==> src/rtl/ppcpu_pkg.sv <==
// Shared types and constants for the instruction prefetch buffer.
package ppcpu_pkg;

    // Fetch FSM: no request, live request, or stale request whose data is discarded.
    typedef enum logic [1:0] {
        PF_IDLE = 2'd0,
        PF_BUSY = 2'd1,
        PF_DROP = 2'd2
    } pf_state_t;

    // One buffered entry: {instruction, pc+4}.
    localparam int PF_ENTRY_W = 64;

    // Default first fetch address after reset.
    localparam logic [31:0] PF_RESET_PC = 32'h0000_0000;

endpackage

==> src/rtl/inst_prefetch_buffer_if.sv <==
// Instruction-memory fetch port of the prefetch buffer.
//
// Handshake: imem_req is the request valid and imem_ack completes it. Once
// imem_req rises, imem_req and imem_addr hold steady until the cycle imem_ack
// is high; imem_rdata is sampled in that same cycle. A request is never
// withdrawn except by reset, and at most one is outstanding.
interface inst_prefetch_buffer_if;
    logic        imem_req;
    logic [31:0] imem_addr;
    logic        imem_ack;
    logic [31:0] imem_rdata;

    modport master (
        output imem_req,
        output imem_addr,
        input  imem_ack,
        input  imem_rdata
    );

    modport slave (
        input  imem_req,
        input  imem_addr,
        output imem_ack,
        output imem_rdata
    );
endinterface

==> src/rtl/pf_fifo.sv <==
// DEPTH x 64-bit circular buffer with push, pop, flush and occupancy.
// Pointers carry one extra bit so full and empty are distinguishable.
module pf_fifo
    import ppcpu_pkg::*;
#(
    parameter int DEPTH = 4
) (
    input  logic                    clk,
    input  logic                    rst_n,
    input  logic                    push,
    input  logic                    pop,
    input  logic                    flush,
    input  logic [PF_ENTRY_W-1:0]   wdata,
    output logic [PF_ENTRY_W-1:0]   rdata,
    output logic [$clog2(DEPTH):0]  count
);
    localparam int AW = $clog2(DEPTH);

    logic [AW:0]           wr_ptr;
    logic [AW:0]           rd_ptr;
    logic [PF_ENTRY_W-1:0] mem [DEPTH];
    logic                  empty;
    logic                  do_pop;

    assign count  = wr_ptr - rd_ptr;
    assign empty  = (wr_ptr == rd_ptr);
    assign do_pop = pop & ~empty;
    assign rdata  = empty ? '0 : mem[rd_ptr[AW-1:0]];

    // Pointer update; flush empties the buffer and overrides push/pop.
    always_ff @(posedge clk or negedge rst_n) begin
        if (!rst_n) begin
            wr_ptr <= '0;
            rd_ptr <= '0;
        end else if (flush) begin
            wr_ptr <= '0;
            rd_ptr <= '0;
        end else begin
            if (push)   wr_ptr <= wr_ptr + (AW + 1)'(1);
            if (do_pop) rd_ptr <= rd_ptr + (AW + 1)'(1);
        end
    end

    // Entry storage; contents are only visible through a valid head.
    always_ff @(posedge clk) begin
        if (push && !flush) mem[wr_ptr[AW-1:0]] <= wdata;
    end
endmodule

==> src/rtl/inst_prefetch_buffer.sv <==
// Decoupled fetch buffer: issues word fetches to a variable-latency memory,
// queues {instruction, pc+4}, presents the head to decode, and flushes and
// re-steers on redirect. Optional PREFETCH_STATS_EN adds drop/stall counters.
module inst_prefetch_buffer
    import ppcpu_pkg::*;
#(
    parameter int          DEPTH    = 4,
    parameter logic [31:0] RESET_PC = PF_RESET_PC
) (
    input  logic                   Clock,
    input  logic                   Resetn,
    input  logic                   redirect,
    input  logic [31:0]            redirect_pc,
    input  logic                   wpc,
    inst_prefetch_buffer_if.master imem,
    output logic                   if_valid,
    output logic [31:0]            IF_Inst,
    output logic [31:0]            if_pc4,
    output logic [$clog2(DEPTH):0] fifo_count,
`ifdef PREFETCH_STATS_EN
    output logic [15:0]            drop_count,
    output logic [15:0]            stall_count,
`endif
    output pf_state_t              dbg_state
);
    localparam int             CW      = $clog2(DEPTH) + 1;
    localparam logic [CW-1:0]  DEPTH_C = CW'(DEPTH);

    pf_state_t   state, state_n;
    logic [31:0] fetch_pc, fetch_pc_n;
    logic [31:0] stale_pc, stale_pc_n;
    logic        push;
    logic        pop_raw;
    logic [CW-1:0] after_pop;
    logic        room;
    logic        room_after_push;
    logic [PF_ENTRY_W-1:0] head;

    assign pop_raw         = if_valid & wpc;
    assign after_pop       = fifo_count - CW'(pop_raw);
    assign room            = after_pop < DEPTH_C;
    assign room_after_push = after_pop < (DEPTH_C - CW'(1));

    assign imem.imem_req  = (state != PF_IDLE);
    assign imem.imem_addr = (state == PF_DROP) ? stale_pc : fetch_pc;
    assign if_valid       = (fifo_count != '0);
    assign IF_Inst        = head[63:32];
    assign if_pc4         = head[31:0];
    assign dbg_state      = state;

    pf_fifo #(.DEPTH(DEPTH)) u_fifo (
        .clk   (Clock),
        .rst_n (Resetn),
        .push  (push),
        .pop   (pop_raw & ~redirect),
        .flush (redirect),
        .wdata ({imem.imem_rdata, fetch_pc + 32'd4}),
        .rdata (head),
        .count (fifo_count)
    );

    // FSM state, fetch address and held stale address.
    always_ff @(posedge Clock or negedge Resetn) begin
        if (!Resetn) begin
            state    <= PF_IDLE;
            fetch_pc <= RESET_PC & 32'hFFFF_FFFC;
            stale_pc <= '0;
        end else begin
            state    <= state_n;
            fetch_pc <= fetch_pc_n;
            stale_pc <= stale_pc_n;
        end
    end

    // Next state, fetch address and push decision.
    always_comb begin
        state_n    = state;
        fetch_pc_n = fetch_pc;
        stale_pc_n = stale_pc;
        push       = 1'b0;
        if (redirect) fetch_pc_n = redirect_pc & 32'hFFFF_FFFC;
        unique case (state)
            PF_IDLE: begin
                if (!redirect && room) state_n = PF_BUSY;
            end
            PF_BUSY: begin
                if (redirect) begin
                    if (imem.imem_ack) begin
                        state_n = PF_IDLE;
                    end else begin
                        // Keep presenting the old address until memory answers.
                        state_n    = PF_DROP;
                        stale_pc_n = fetch_pc;
                    end
                end else if (imem.imem_ack) begin
                    push       = 1'b1;
                    fetch_pc_n = fetch_pc + 32'd4;
                    state_n    = room_after_push ? PF_BUSY : PF_IDLE;
                end
            end
            PF_DROP: begin
                if (imem.imem_ack) state_n = PF_IDLE;
            end
            default: state_n = PF_IDLE;
        endcase
    end

`ifdef PREFETCH_STATS_EN
    logic drop_ack;
    assign drop_ack = imem.imem_ack &
                      (((state == PF_BUSY) & redirect) | (state == PF_DROP));

    // Saturating counters of discarded returns and empty-head cycles.
    always_ff @(posedge Clock or negedge Resetn) begin
        if (!Resetn) begin
            drop_count  <= '0;
            stall_count <= '0;
        end else begin
            if (drop_ack && drop_count != 16'hFFFF)  drop_count  <= drop_count + 16'd1;
            if (!if_valid && stall_count != 16'hFFFF) stall_count <= stall_count + 16'd1;
        end
    end
`endif
endmodule

==> src/flat_wrapper.sv <==
// flat-port wrapper written by rule: the top's interface ports become plain ports
module inst_prefetch_buffer_flat import ppcpu_pkg::*;
#(
    parameter int          DEPTH    = 4,
    parameter logic [31:0] RESET_PC = PF_RESET_PC
)
  (Clock, Resetn, redirect, redirect_pc, wpc, if_valid, IF_Inst, if_pc4, fifo_count, dbg_state, imem_imem_req, imem_imem_addr, imem_imem_ack, imem_imem_rdata);
  inst_prefetch_buffer_if imem_i ();
  input  logic Clock;
  input  logic Resetn;
  input  logic redirect;
  input  logic [31:0] redirect_pc;
  input  logic wpc;
  output logic if_valid;
  output logic [31:0] IF_Inst;
  output logic [31:0] if_pc4;
  output logic [$clog2(DEPTH):0] fifo_count;
  output pf_state_t dbg_state;
  output wire logic [$bits(imem_i.imem_req)-1:0] imem_imem_req;
  output wire logic [$bits(imem_i.imem_addr)-1:0] imem_imem_addr;
  input wire logic [$bits(imem_i.imem_ack)-1:0] imem_imem_ack;
  input wire logic [$bits(imem_i.imem_rdata)-1:0] imem_imem_rdata;
  assign imem_imem_req = imem_i.imem_req;
  assign imem_imem_addr = imem_i.imem_addr;
  assign imem_i.imem_ack = imem_imem_ack;
  assign imem_i.imem_rdata = imem_imem_rdata;
  inst_prefetch_buffer #(.DEPTH(DEPTH), .RESET_PC(RESET_PC)) u_core (.Clock(Clock), .Resetn(Resetn), .redirect(redirect), .redirect_pc(redirect_pc), .wpc(wpc), .imem(imem_i), .if_valid(if_valid), .IF_Inst(IF_Inst), .if_pc4(if_pc4), .fifo_count(fifo_count), .dbg_state(dbg_state));
endmodule
==> config.mk <==
export PLATFORM = sky130hd
export DESIGN_NAME = inst_prefetch_buffer_flat
export DESIGN_NICKNAME = d
export VERILOG_FILES = /design/src/rtl/ppcpu_pkg.sv /design/src/rtl/inst_prefetch_buffer_if.sv /design/src/rtl/pf_fifo.sv /design/src/rtl/inst_prefetch_buffer.sv /design/src/flat_wrapper.sv
export SDC_FILE = /design/constraint.sdc
export NUM_CORES = 1
export LEC_CHECK = 0
export CORE_MARGIN = 2
export CORE_UTILIZATION = 55
export CTS_CLUSTER_DIAMETER = 100
export DETAILED_ROUTE_END_ITERATION = 7
export PLACE_DENSITY_LB_ADDON = 0.25
export SLEW_MARGIN = 20
export SYNTH_ARGS = -nofsm -noshare
export SYNTH_HDL_FRONTEND = slang
export SYNTH_SLANG_ARGS = --single-unit
==> constraint.sdc <==
create_clock -name Clock -period 7.8 [get_ports Clock]
set_clock_uncertainty 0.2 [all_clocks]
set_input_delay 1.56 -clock Clock [delete_from_list [all_inputs] [get_ports Clock]]
set_output_delay 1.56 -clock Clock [all_outputs]
set_load 0.01 [all_outputs]
; ---- After elaboration in Yosys (flattened, before gate mapping)
; Memories as Yosys holds them, arrays and structs flattened.
; Cells that the tools add are included.
[word_totals]
word_cells = 57
ramBits = 256
register_bits = 72
n_memories = 1
out_inout_bits = 103
[memory_table]
columns = name, words, word_bits, read_ports, rd_ports_with_merged_regs, write_ports, line
row1 = u_core.u_fifo.mem, 4, 64, 1, 0, 1, pf_fifo.sv:21  ; logic [PF_ENTRY_W-1:0] mem [DEPTH];
[op_classes]
n_lt_le_gt_ge = 2
reduce_logical = 10
eq_ne = 6
addsub = 5
bitwise_logic = 6
n_mux = 22
[ops]
columns = operator, n
row1 = 32-bit two-way mux, 5
row2 = 64-bit two-way mux, 1
row3 = "32-bit by 3-bit adder with 32-bit output, second input constant", 1
row4 = 3-bit two-way mux, 4
row5 = 2-bit two-way mux, 5
row6 = "3-bit by 1-bit adder with 3-bit output, second input constant", 2
row7 = 1-bit two-way mux, 6
row8 = 2-bit one-hot mux with 3 select lines, 1
row9 = 3-bit AND reduction, 2
row10 = 2-bit nonzero test, 3
row11 = 1-bit AND, 3
row12 = 3-bit == test, 1
row13 = "3-bit by 2-bit less-than comparator with 1-bit output, second input constant", 1
row14 = "3-bit less-than comparator, second input constant", 1
row15 = "3-bit inequality test, second input constant", 1
row16 = 1-bit inverter, 3
row17 = 3-bit nonzero test, 1
row18 = 3-bit by 1-bit subtractor with 3-bit output, 1
row19 = 3-bit subtractor, 1
row20 = "2-bit by 1-bit == test with 1-bit output, second input constant", 1
row21 = "2-bit == test, second input constant", 1
row22 = 1-bit logical AND, 2
row23 = 2-bit logical NOT, 1
row24 = "2-bit by 1-bit inequality test with 1-bit output, second input constant", 1
row25 = other kinds (2), 2

; ---- Logic depth before layout (Yosys ltp)
[logic_depth]
depth_word = 9
ltp_mapped = 10
ltp_nobuf = 10

; ---- Modules after synthesis
; From an unflattened synthesis, not the netlist that was laid out.
[unflattened]
hier_cells = 872
hier_area_um2 = 14542.7
[modules_own_cells]
columns = module, n_inst, area_per_inst_um2, cells_per_inst
row1 = pf_fifo, 1, 10448.8, 458
row2 = inst_prefetch_buffer, 1, 4093.9, 414

; ---- Worst setup path after synthesis
; OpenSTA, ideal clock, no wires.
[synth_path]
kind = input port to flip-flop
startpoint = input imem_imem_ack
endpoint = memory u_core.u_fifo.mem[0][0], enable pin
n_path_buf = 2
t_required_ns = 7.171
path_stages = 4
setup_ns = 0.429
arrival_ns = 3.755
path_slack_ns = 3.416
path_cell_list = and3b_1 -> clkbuf_1 -> clkbuf_1 -> and3_1
[synth_between]
elab_chain_cells = 6
[synth_lines]
columns = element, line
row1 = start: declaration, flat_wrapper.sv:21  ; input wire logic [$bits(imem_i.imem_ack)-1:0] imem_imem_ack;
row2 = 1-bit two-way mux, inst_prefetch_buffer.sv:95  ; end else if (imem.imem_ack) begin
row3 = 1-bit two-way mux, inst_prefetch_buffer.sv:87  ; if (redirect) begin
row4 = 1-bit two-way mux, inst_prefetch_buffer.sv:82  ; unique case (state)
row5 = 1-bit logical AND, pf_fifo.sv:46  ; if (push && !flush) mem[wr_ptr[AW-1:0]] <= wdata;
row6 = 1-bit two-way mux, pf_fifo.sv:46
row7 = 1-bit two-way mux (implied by the code), pf_fifo.sv:46
row8 = end: declaration, pf_fifo.sv:21
; Every way passes these cells.

; ---- Worst setup path after layout
[layout_path]
startpoint = register u_core.u_fifo.rd_ptr[1]
endpoint = output if_pc4[26]
[layout_between]
elab_chain_cells = 2
word_cells_on_any_way = 3
classes_between = eq/ne (1) / mux (1) / memory (1)
[layout_lines]
columns = element, line
row1 = start: declaration, pf_fifo.sv:20  ; logic [AW:0] rd_ptr;
row2 = start signal: assignment, pf_fifo.sv:40  ; if (do_pop) rd_ptr <= rd_ptr + (AW + 1)'(1);
row3 = memory read 4 x 64 bit / 3-bit == test (equally long branches), n/a
row4 = 64-bit two-way mux (*), pf_fifo.sv:28  ; assign rdata = empty ? '0 : mem[rd_ptr[AW-1:0]];
row5 = end: declaration, flat_wrapper.sv:16  ; output logic [31:0] if_pc4;
; Every way passes the cells marked *; elsewhere a longest branch is shown, timed or not.

==> qor.txt <==
CP peak stage delay: 1.13 ns
worst endpoint required time: 6.04 ns
Slew HR: 28.82%
crit path kind: reg -> out
total gr overflow: 0
crit share post-route: 73.18%
CTS buffer count: 34
Routed Antenna Nets: 0
post-place setup slack: 2.537 ns
outcome: completed
CP top delay family: flip-flops
Hold-fix buffers, CTS: 0
TritonCTS Sinks: 328
overall power: 4.095 mW
largest cells by area after synthesis: edfxtp_1 (54%), dfrtp_1 (13%), mux4_2 (10%)
WP data arrival: 3.95 ns
Rows: 58
worst hold path stage count: 1
Die X: 164.6 um
fin crit period: 5.708 ns
initial antenna violation count: 2
Worst-Skew Late Latency: 0.51 ns
crit path max fanout: 68
Final Util: 68.09%
Final Max Tran Viols: 0
flops & latches, synth: 328
detailed-placement wirelength estimate: 17.41 mm
dpl cells: 1,322
P_leak: 5.724 nW
Yosys top cell by area: edfxtp_1
Top FF cell, synth: edfxtp_1
H-tree depth: 2
first-pass GRT wire length: 45.18 mm
Placer Congestion: 0.8291
EDFF count, synth: 256
Post-Synthesis Cells: 878
post-synthesis cell type count: 53
vias per cell: 5.837
hold slack: 0.3018 ns
Min-Delay Path Class: reg -> reg
fill cell count: 1,729
Residual DRC: 0
PortBufs: 169
cell area after layout: 17,200 um^2
Syn. warnings: 0
I/O pin total: 172
post-synthesis async set-or-reset flop share: 21.95%
maxcap violations: 0
drt pass-1 iters: 5
cells along the critical path: inv_1 -> ha_1 -> nand2_1 -> nor2_4 -> buf_4 -> nor2b_1 -> clkdlybuf4s50_1
post-synthesis sequential area ratio: 66.88%
Post-Route WL: 29.11 mm
Netlist Area Pre-Place: 14,190 um^2
WP buf/inv: 3
CTS tree: yes
clock slew at reported path FFs: 0.06 ns
placed cell area: 16,120 um^2
Initial Util: 56.18%
All-Layer GR Usage: 22.01%
Post-CTS Resized: 0
drt wl/cell: 21.07 um
hold endpoint: u_core.stale_pc[22]
Setup Buffers After CTS: 0
setup TNS: 0 ns
First DRT Iteration DRCs: 676
Clock Path Buffers: 3
Fmax: 0.1752 GHz
Area growth, synth to finish: 21.20%
pin count of the biggest net entering global routing: 73
Post-Layout Cell Count: 1,382
Worst-Margin Slew: 1.065 ns
Final setup viols: 0
areal power density over the cells: 238.2 nW/um^2
Peak VDD IR: 152.5 uV
unrepaired setup endpoints after global routing: false
CP Capture Type: output port
nets@finish: 1,108
Worst setup SP type: flip-flop
Root Buffer: clkbuf_16
hold_sp: u_core.stale_pc[22]
Crit-path slowest cell: dfrtp_4
Fin. Hold Viols: 0
Die H: 164.6 um
Final WS setup: 2.092 ns
Reg2Reg Depth: 8
vias in the first global route: 8,100
core footprint: 25,250 um^2
flop-to-flop setup slack: 4.31 ns
layout cell share with drive strength beyond 1: 18.84%
Syn Nets: 958
worst r2r src: u_core.u_fifo.rd_ptr[1]
R2R Path End: u_core.dbg_state[0]
Avg Inst Size Synth: 16.16 um^2
via count: 8,067
DIE AREA: 27,100 um^2
top-area cell type share of the netlist area: 54.18%
-- registers in the layout, indices dropped and copies added (netlist names) --
signal,cells
u_core.stale_pc,32
u_core.dbg_state,2
u_core.u_fifo.rd_ptr,3
u_core.u_fifo.wr_ptr,3
u_core.fetch_pc,32
u_core.u_fifo.mem,256
-- per-layer routing --
metal / vias to the layer above / wire length [um] / global-route usage, %
li1: 3665 / - / -
met1: 4074 / 12520 / 30.54
met2: 291 / 14180 / 36.15
met3: 35 / 1882 / 4.470
met4: 2 / 511 / 5.731
met5: - / 12 / 0
-- cells in the mapped netlist (2+ instances only) --
library cell and number:
and4_1 3, edfxtp_1 256, nand4_1 8, ha_1 10
mux4_2 64, nand4_2 3, mux2_2 61, o21ai_0 21
and3_1 9, or3_1 4, nor3_1 12, nand3_1 25
nor4_1 6, and2_1 3, clkbuf_1 36, buf_1 2
a211o_1 2, o31ai_1 6, xor2_1 18, a31oi_1 12
a21oi_1 3, mux2i_1 2, nor2b_1 68, or4_1 8
nor2_1 30, dfrtp_1 72, or2_2 2, and4_2 2
inv_1 11, nand4b_1 4, xnor2_1 25, o211ai_1 4
buf_2 21, nand2_1 46
-- cells by family after synthesis --
group | Yosys count | share of synthesized area, %
multiplexers | 127 | 15.14
XOR/XNOR | 44 | 2.822
AO/OA/AOI/OAI | 57 | 2.584
AND/OR/NAND/NOR | 239 | 9.445
flip-flops | 328 | 66.88
buffers and inverters | 72 | 2.099
adder cells (fa/ha/maj) | 11 | 1.023
-- layout make-up --
cell class | instances | area [um^2] | share of cell area [%]
antenna | 1 | 2.502 | 0.01455
clock buffer | 47 | 963.4 | 5.603
clock inverter | 12 | 110.1 | 0.6403
inverter | 12 | 45.04 | 0.2620
multi-input combinational | 478 | 4441 | 25.82
sequential | 328 | 9497 | 55.23
tap | 330 | 412.9 | 2.401
timing repair buffer | 174 | 1724 | 10.03
-- placed cells by master (no fill, tap or decap), drive strengths merged, types with 2 or more instances in the layout --
cell type	n
dfrtp	72
nand3	25
bufinv	2
nand4	12
a31oi	12
a211o	2
a21oi	3
nor2	30
or2	2
xnor2	25
mux2	61
ha	10
clkbuf	47
clkdlybuf4s50	168
and2	3
o21ai	21
o211ai	4
edfxtp	256
and3	9
nor2b	68
nand4b	4
nor4	6
nor3	12
clkinv	10
o31ai	6
or4	9
nand2	46
mux2i	2
or3	5
inv	12
mux4	64
xor2	18
and4	5
buf	6
-- report_power, final --
part | switching, mW | internal (mW) | total [mW]
Combinational | 0.215 | 0.256 | 0.471
Clock | 0.627 | 0.930 | 1.56
Sequential | 0.0726 | 2.00 | 2.07
-- worst max path at each step --
stage                                  startpoint                      end  slack [ns]  cells past startpoint
final                     u_core.u_fifo.rd_ptr[1]               if_pc4[26]        2.09                      7
after global routing      u_core.u_fifo.rd_ptr[1]               if_pc4[29]        1.79                      7
after CTS                 u_core.u_fifo.rd_ptr[1]               if_pc4[26]        1.97                      7
after detailed placement  u_core.u_fifo.rd_ptr[1]               if_pc4[26]        2.54                      7
after global placement    u_core.u_fifo.rd_ptr[1]               if_pc4[29]        2.60                      7
after floorplan                     imem_imem_ack  u_core.u_fifo.mem[0][0]        3.42                      4
Power figures use the tool's default switching activity.
